### config.mk
export PLATFORM = sky130hd
export DESIGN_NAME = stopwatch_ctrl_flat
export DESIGN_NICKNAME = d
export VERILOG_FILES = /design/src/rtl/stopwatch_ctrl_if.sv /design/src/rtl/stopwatch_ctrl.sv /design/src/flat_wrapper.sv
export SDC_FILE = /design/constraint.sdc
export NUM_CORES = 1
export LEC_CHECK = 0
export ABC_AREA = 1
export ABC_CLOCK_PERIOD_IN_PS = 2400
export CORE_UTILIZATION = 30
export CTS_BUF_LIST = sky130_fd_sc_hd__clkbuf_8 sky130_fd_sc_hd__clkbuf_16
export DETAILED_ROUTE_END_ITERATION = 10
export GPL_TIMING_DRIVEN = 1
export PLACE_DENSITY = 0.48
export SYNTH_ARGS = -nofsm -noshare
export SYNTH_HDL_FRONTEND = slang
export SYNTH_SLANG_ARGS = --single-unit
### constraint.sdc
create_clock -name clk_50MHz -period 2.4 [get_ports clk_50MHz]
set_clock_uncertainty 0.1 [all_clocks]
set_input_delay 0.36 -clock clk_50MHz [delete_from_list [all_inputs] [get_ports clk_50MHz]]
set_output_delay 0.36 -clock clk_50MHz [all_outputs]
set_load 0.02 [all_outputs]
### src/rtl/stopwatch_ctrl_if.sv
// Stopwatch controller bus: debounced button levels and counter status in,
// counter commands and status indicators out.
// The controller attaches through the slave modport. The stimulus side or
// board glue attaches through the master modport.
interface stopwatch_ctrl_if;
  logic       btn_start;
  logic       btn_stop;
  logic       btn_load;
  logic       btn_clear;
  logic       cnt_term;
  logic       cnt_inc;
  logic       cnt_ld;
  logic       cnt_clr;
  logic [1:0] state;
  logic       running;
  logic       alarm;

  modport master (
    output btn_start, btn_stop, btn_load, btn_clear, cnt_term,
    input  cnt_inc, cnt_ld, cnt_clr, state, running, alarm
  );

  modport slave (
    input  btn_start, btn_stop, btn_load, btn_clear, cnt_term,
    output cnt_inc, cnt_ld, cnt_clr, state, running, alarm
  );
endinterface

### src/rtl/stopwatch_ctrl.sv
// stopwatch_ctrl: control FSM between the button debouncer and the display
// counter. It turns debounced button levels into one-cycle commands. It also
// owns the count-rate prescaler. It sequences the counter through
// IDLE/RUN/PAUSE/DONE.
//
// Optional feature macro: STOPWATCH_ALARM_EN
//   defined     - in DONE, alarm blinks. It starts at 1 and toggles every
//                 TICK_DIV cycles. The prescaler keeps running in DONE only
//                 to time the blink.
//   not defined - alarm is a steady copy of (state == DONE). The prescaler is
//                 frozen at 0 in DONE.
//
// All outputs are registered. A button edge sampled at clock edge k is
// visible on the outputs right after edge k.
module stopwatch_ctrl #(
  parameter int TICK_DIV = 50_000_000,  // clk cycles per count tick, >= 2
  parameter int DIV_W    = 26           // 2**DIV_W >= TICK_DIV
) (
  input  logic             clk_50MHz,
  input  logic             reset,       // async, active low
  stopwatch_ctrl_if.slave  bus
);

  typedef enum logic [1:0] {
    ST_IDLE  = 2'b00,
    ST_RUN   = 2'b01,
    ST_PAUSE = 2'b10,
    ST_DONE  = 2'b11
  } state_t;

  localparam logic [DIV_W-1:0] PRESC_ZERO = {DIV_W{1'b0}};
  localparam logic [DIV_W-1:0] PRESC_ONE  = DIV_W'(1);
  localparam logic [DIV_W-1:0] PRESC_LAST = DIV_W'(TICK_DIV - 1);

  // Button history: the level seen at the previous clock edge.
  logic start_q_r;
  logic stop_q_r;
  logic load_q_r;
  logic clear_q_r;

  // Raw rising edges, then the single surviving command after priority.
  logic start_edge_s;
  logic stop_edge_s;
  logic load_edge_s;
  logic clear_edge_s;
  logic cmd_clear_s;
  logic cmd_stop_s;
  logic cmd_load_s;
  logic cmd_start_s;

  // FSM state, prescaler and registered outputs.
  state_t           state_r;
  logic [DIV_W-1:0] presc_r;
  logic             tick_s;
  logic             inc_r;
  logic             ld_r;
  logic             clr_r;
  logic             running_r;
  logic             alarm_r;

  // A level held high yields one edge only, because the history then matches it.
  assign start_edge_s = bus.btn_start & ~start_q_r;
  assign stop_edge_s  = bus.btn_stop  & ~stop_q_r;
  assign load_edge_s  = bus.btn_load  & ~load_q_r;
  assign clear_edge_s = bus.btn_clear & ~clear_q_r;

  // The prescaler wraps on this cycle, so a count tick occurs here.
  assign tick_s = (presc_r == PRESC_LAST);

  // Capture button history. It resets to 0, so a button already held at
  // reset release still produces one edge.
  always_ff @(posedge clk_50MHz or negedge reset) begin
    if (!reset) begin
      start_q_r <= 1'b0;
      stop_q_r  <= 1'b0;
      load_q_r  <= 1'b0;
      clear_q_r <= 1'b0;
    end else begin
      start_q_r <= bus.btn_start;
      stop_q_r  <= bus.btn_stop;
      load_q_r  <= bus.btn_load;
      clear_q_r <= bus.btn_clear;
    end
  end

  // Priority select: clear > stop > load > start.
  // Only the highest edge present survives. The lower edges are dropped,
  // even when the winner has no effect in the current state.
  always_comb begin
    cmd_clear_s = 1'b0;
    cmd_stop_s  = 1'b0;
    cmd_load_s  = 1'b0;
    cmd_start_s = 1'b0;
    if (clear_edge_s) begin
      cmd_clear_s = 1'b1;
    end else if (stop_edge_s) begin
      cmd_stop_s = 1'b1;
    end else if (load_edge_s) begin
      cmd_load_s = 1'b1;
    end else if (start_edge_s) begin
      cmd_start_s = 1'b1;
    end else begin
      cmd_start_s = 1'b0;
    end
  end

  // Main FSM: state, prescaler, one-cycle command pulses and status outputs.
  always_ff @(posedge clk_50MHz or negedge reset) begin
    if (!reset) begin
      state_r   <= ST_IDLE;
      presc_r   <= PRESC_ZERO;
      inc_r     <= 1'b0;
      ld_r      <= 1'b0;
      clr_r     <= 1'b0;
      running_r <= 1'b0;
      alarm_r   <= 1'b0;
    end else begin
      // Pulses last one cycle unless a branch below re-asserts them.
      inc_r <= 1'b0;
      ld_r  <= 1'b0;
      clr_r <= 1'b0;

      if (cmd_clear_s) begin
        clr_r     <= 1'b1;
        state_r   <= ST_IDLE;
        presc_r   <= PRESC_ZERO;
        running_r <= 1'b0;
        alarm_r   <= 1'b0;
      end else begin
        case (state_r)
          ST_IDLE: begin
            if (cmd_load_s) begin
              ld_r <= 1'b1;
            end else if (cmd_start_s) begin
              state_r   <= ST_RUN;
              presc_r   <= PRESC_ZERO;
              running_r <= 1'b1;
            end else begin
              presc_r <= PRESC_ZERO;
            end
          end

          ST_RUN: begin
            if (cmd_stop_s) begin
              // Stop wins over a coincident tick. The prescaler keeps its
              // value so the resumed run neither loses nor repeats a tick.
              state_r   <= ST_PAUSE;
              running_r <= 1'b0;
            end else if (tick_s) begin
              presc_r <= PRESC_ZERO;
              if (bus.cnt_term) begin
                state_r   <= ST_DONE;
                running_r <= 1'b0;
                alarm_r   <= 1'b1;
              end else begin
                inc_r <= 1'b1;
              end
            end else begin
              presc_r <= presc_r + PRESC_ONE;
            end
          end

          ST_PAUSE: begin
            if (cmd_load_s) begin
              ld_r    <= 1'b1;
              presc_r <= PRESC_ZERO;
            end else if (cmd_start_s) begin
              state_r   <= ST_RUN;
              running_r <= 1'b1;
            end else begin
              presc_r <= presc_r;
            end
          end

          ST_DONE: begin
            if (cmd_load_s) begin
              ld_r    <= 1'b1;
              state_r <= ST_IDLE;
              presc_r <= PRESC_ZERO;
              alarm_r <= 1'b0;
            end else begin
`ifdef STOPWATCH_ALARM_EN
              // In DONE the prescaler only times the alarm blink.
              if (tick_s) begin
                presc_r <= PRESC_ZERO;
                alarm_r <= ~alarm_r;
              end else begin
                presc_r <= presc_r + PRESC_ONE;
              end
`else
              presc_r <= PRESC_ZERO;
              alarm_r <= 1'b1;
`endif
            end
          end

          default: begin
            state_r   <= ST_IDLE;
            presc_r   <= PRESC_ZERO;
            running_r <= 1'b0;
            alarm_r   <= 1'b0;
          end
        endcase
      end
    end
  end

  assign bus.cnt_inc = inc_r;
  assign bus.cnt_ld  = ld_r;
  assign bus.cnt_clr = clr_r;
  assign bus.state   = state_r;
  assign bus.running = running_r;
  assign bus.alarm   = alarm_r;

endmodule

### src/flat_wrapper.sv
// flat-port wrapper written by rule: the top's interface ports become plain ports
module stopwatch_ctrl_flat 
#(
  parameter int TICK_DIV = 50_000_000,                                    
  parameter int DIV_W    = 26                                  
)
  (clk_50MHz, reset, bus_btn_start, bus_btn_stop, bus_btn_load, bus_btn_clear, bus_cnt_term, bus_cnt_inc, bus_cnt_ld, bus_cnt_clr, bus_state, bus_running, bus_alarm);
  stopwatch_ctrl_if bus_i ();
  input  logic clk_50MHz;
  input  logic reset;
  input wire logic [$bits(bus_i.btn_start)-1:0] bus_btn_start;
  input wire logic [$bits(bus_i.btn_stop)-1:0] bus_btn_stop;
  input wire logic [$bits(bus_i.btn_load)-1:0] bus_btn_load;
  input wire logic [$bits(bus_i.btn_clear)-1:0] bus_btn_clear;
  input wire logic [$bits(bus_i.cnt_term)-1:0] bus_cnt_term;
  output wire logic [$bits(bus_i.cnt_inc)-1:0] bus_cnt_inc;
  output wire logic [$bits(bus_i.cnt_ld)-1:0] bus_cnt_ld;
  output wire logic [$bits(bus_i.cnt_clr)-1:0] bus_cnt_clr;
  output wire logic [$bits(bus_i.state)-1:0] bus_state;
  output wire logic [$bits(bus_i.running)-1:0] bus_running;
  output wire logic [$bits(bus_i.alarm)-1:0] bus_alarm;
  assign bus_i.btn_start = bus_btn_start;
  assign bus_i.btn_stop = bus_btn_stop;
  assign bus_i.btn_load = bus_btn_load;
  assign bus_i.btn_clear = bus_btn_clear;
  assign bus_i.cnt_term = bus_cnt_term;
  assign bus_cnt_inc = bus_i.cnt_inc;
  assign bus_cnt_ld = bus_i.cnt_ld;
  assign bus_cnt_clr = bus_i.cnt_clr;
  assign bus_state = bus_i.state;
  assign bus_running = bus_i.running;
  assign bus_alarm = bus_i.alarm;
  stopwatch_ctrl #(.TICK_DIV(TICK_DIV), .DIV_W(DIV_W)) u_core (.clk_50MHz(clk_50MHz), .reset(reset), .bus(bus_i));
endmodule
==> impl_metrics.json <==
{
  "run_status": "complete, no violations",
  "grt_first_pass_wirelength_mm": 9.708,
  "seq_power_share_pct": 37.6,
  "number_of_ports_placed_on_the_die_boundary": 14,
  "initialDrtViolationCount": 108,
  "worst_setup_path_end_kind": "flop",
  "final-hold-violation-count": 0,
  "worst_slew_pin_slew_ns": 0.5326,
  "critical_path_buf_inv_count": 2,
  "critical_path_required_ns": 2.49,
  "io_buffer_count": 13,
  "die_height_um": 90.01,
  "relSlewSlack_pct": 64.49,
  "clock_tree_from_tritoncts": "done",
  "yosys_most_used_dff": "dfrtp_1",
  "floorplan.initialDensity_pct": 31.53,
  "critPathTopFamily": "simple AND/OR/NAND/NOR gates",
  "synth_cell_type_count": 30,
  "cts.repair_timing.setup_buffer_count": 0,
  "worst_skew_pair.late_latency_ns": 0.29,
  "layout_min_cycle_time_ns": 1.895,
  "wl_met2_mm": 2.367,
  "setup_repair_after_global_routing_missed_its_margin": "no",
  "power.internal_mw": 1.192,
  "place.detailed.hpwl_mm": 4.210,
  "placeableCoreArea_mm2": 0.007370,
  "number_of_synthesized_register_bits": 37,
  "netlist_top_cells_area": "dfrtp_1, nand2_1, nor2_1, nand3_1, inv_1",
  "timing_max_transition_violations_final": 0,
  "final_period_util_pct": 78.96,
  "synthesis_to_layout_area_growth_pct": 14.59,
  "cap_violations": 0,
  "critPathArrivalTime_ns": 1.98,
  "synth_area_per_cell_um2": 7.127,
  "grt_antenna_before_repair": 0,
  "setup.worst_path.class": "primary input to flop",
  "crit_slowest_cell": "clkdlybuf4s50_1",
  "floorplan.die.width_um": 90.01,
  "crit_fanout": 11,
  "cts_inserted_buffers": 5,
  "postRouteAntennaNets": 0,
  "max-clock-path-buffers": 2,
  "synth_top_area_share_pct": 39.85,
  "hold_ws_ns": 0.3816,
  "achievable-frequency_mhz": 527.7,
  "vias": 2004,
  "hold_bufs_inserted_after_cts": 1,
  "uppermost_signal_routing_layer_after_detailed_routing": "met4",
  "synthesis.area_mm2": 0.002323,
  "synth-warning-count": 0,
  "rows": 31,
  "first_global_vias": 1957,
  "kind_of_start_point_of_the_critical_path": "primary input",
  "grt.total_usage_pct": 15.08,
  "layout-drive-gt1-share_pct": 12.43,
  "netlist_instances": 326,
  "drt-vias-per-instance": 4.503,
  "routed_wirelength_mm": 5.562,
  "yosysMostFrequentCell": "nand2_1",
  "cts-resized-gates": 0,
  "clock_power_share_pct": 25.3,
  "cell_at_the_root_of_the_clock_tree": "clkbuf_8",
  "synth_common_cells": "nand2_1, nor2_1, inv_1",
  "timing.critical_path.cells": "clkdlybuf4s50_1, inv_2, nor2_8, nor2_4, nand2_4, nand3_2, nor2_2, nand3_1, nand2_1, nor2_1",
  "nNetsFinal": 353,
  "leakage_power_nw": 1.227,
  "dieArea_mm2": 0.008101,
  "power.share.switching_pct": 38.54,
  "post_route_setup_tns_ns": 0,
  "drt-met1-wl_mm": 2.966,
  "clk_transition_reported_paths_ns": 0.08,
  "grt_overflow_total": 0,
  "drt_pre_antenna_iters": 4,
  "setup_viol_count_final": 0,
  "synth_async_reset_ratio_pct": 100.0,
  "power-per-cell-area_mw_per_mm2": 728.1,
  "vdd_drop_max_v": 0.0003873,
  "numClockSinks": 37,
  "cts_max_level": 2,
  "total_switching_power_uw": 747.1,
  "cp_slowest_stage_delay_ns": 0.55,
  "synth_seq_area_share_pct": 39.85,
  "synth.largest_area_cell": "dfrtp_1",
  "p_comb_share_pct": 37.1,
  "grt_start_max_net_pins": 24,
  "hold_path_class": "flop to flop",
  "drcViolationCount": 0,
  "routed_wire_length_per_instance_um": 12.50,
  "synth_enable_flop_cells": 0,
  "synth_fp_nets": 334,
  "met3RoutedLength_um": 184,
  "gp_weighted_congestion": 0.8070,
  "insertedDiodeCount": 0
}
## stage by stage
| step | cell area [um2] | power (mW) | setup WS, ns | std cells | utilization, % |
|---|---|---|---|---|---|
| after CTS | 2663 | 1.974 | 0.4824 | 445 | 36.13 |
| after global placement | 2551 | 1.474 | 0.1983 | 436 | 34.62 |
| after global routing | 2663 | 2.099 | 0.3309 | 445 | 36.13 |
| after detailed placement | 2551 | 1.467 | 0.1766 | 436 | 34.62 |
| final | 2663 | 1.939 | 0.5049 | 445 | 36.13 |
| after floorplan | 2323 | 1.303 | 0.8130 | 326 | - |
## state kept, by name, indices dropped and copies added, names as in the netlist
signal,flops
u_core.bus.cnt_clr,1
u_core.start_q_r,1
u_core.bus.running,1
u_core.bus.alarm,1
u_core.bus.cnt_inc,1
u_core.presc_r,26
u_core.bus.state,2
u_core.clear_q_r,1
u_core.load_q_r,1
u_core.bus.cnt_ld,1
u_core.stop_q_r,1
## routing by layer
| metal | track usage, % | up-vias |
|---|---|---|
| li1 | - | 1069 |
| met1 | 22.61 | 906 |
| met2 | 21.95 | 27 |
| met3 | 2.792 | 2 |
| met4 | 4.032 | 0 |
| met5 | 0 | - |
## cell type report
type                            count  area, um2
Fill cell                         804       4707
Multi-Input combinational cell    240       1174
Sequential cell                    37      925.9
Timing Repair Buffer               17      170.2
Inverter                           44      167.7
Tap cell                           99      123.9
Clock buffer                        7      96.34
Clock inverter                      1      5.005
## cells in the final DEF (no fill, tap or decap), types with 3 or more instances in the layout
cell type and n:
nand2_4 3, nand3_1 32, clkbuf_8 7, nor2_2 8, a21oi_1 9, dfrtp_1 37
o21ai_0 5, clkdlybuf4s50_1 12, inv_2 4, nand4_1 7, nor2_1 55, nand2_1 84
inv_1 39, nor3_1 12, nand2_2 5
## worst register-to-register path: stages, from the launching register on
cell and delay (ns):
dfrtp_1 0.40, ha_1 0.19, nand2_1 0.09, nor2_2 0.15, nand2_1 0.07, nor2_1 0.12
nand2_1 0.12, nand3_1 0.27, inv_1 0.11, nand2_1 0.07, o21ai_0 0.07
## kinds of logic after synthesis
family,after synthesis,synth area share (%)
compound gates,20,4.954
xor+xnor,1,0.3770
fa+ha+maj,1,0.5384
buf+inv,49,9.639
flops,37,39.85
mux,1,0.4308
simple gates,217,44.21
## power by group through the flow
stage | combinational, mW | clock [mW] | sequential, mW
global route | 0.817 | 0.543 | 0.739
floorplan | 0.528 | 0 | 0.775
finish | 0.719 | 0.490 | 0.729
CTS | 0.730 | 0.514 | 0.730
detailed placement | 0.725 | 0 | 0.742
global placement | 0.734 | 0 | 0.740
## worst paths after layout
| kind | startpoint | to | slack [ns] | depth (start not counted) |
|---|---|---|---|---|
| max | bus_btn_clear | u_core.presc_r[20] | 0.50 | 10 |
| min | u_core.bus.running | u_core.bus.running | 0.38 | 2 |
| max reg2reg | u_core.presc_r[0] | u_core.presc_r[1] | 0.54 | 10 |
| min reg2reg | u_core.bus.running | u_core.bus.running | 0.38 | 2 |
| max in group asynchronous | reset | u_core.presc_r[12] | 1.19 | 3 |
| min in group asynchronous | reset | u_core.presc_r[1] | 0.47 | 2 |
No activity file was read; power rests on OpenSTA's default activity.
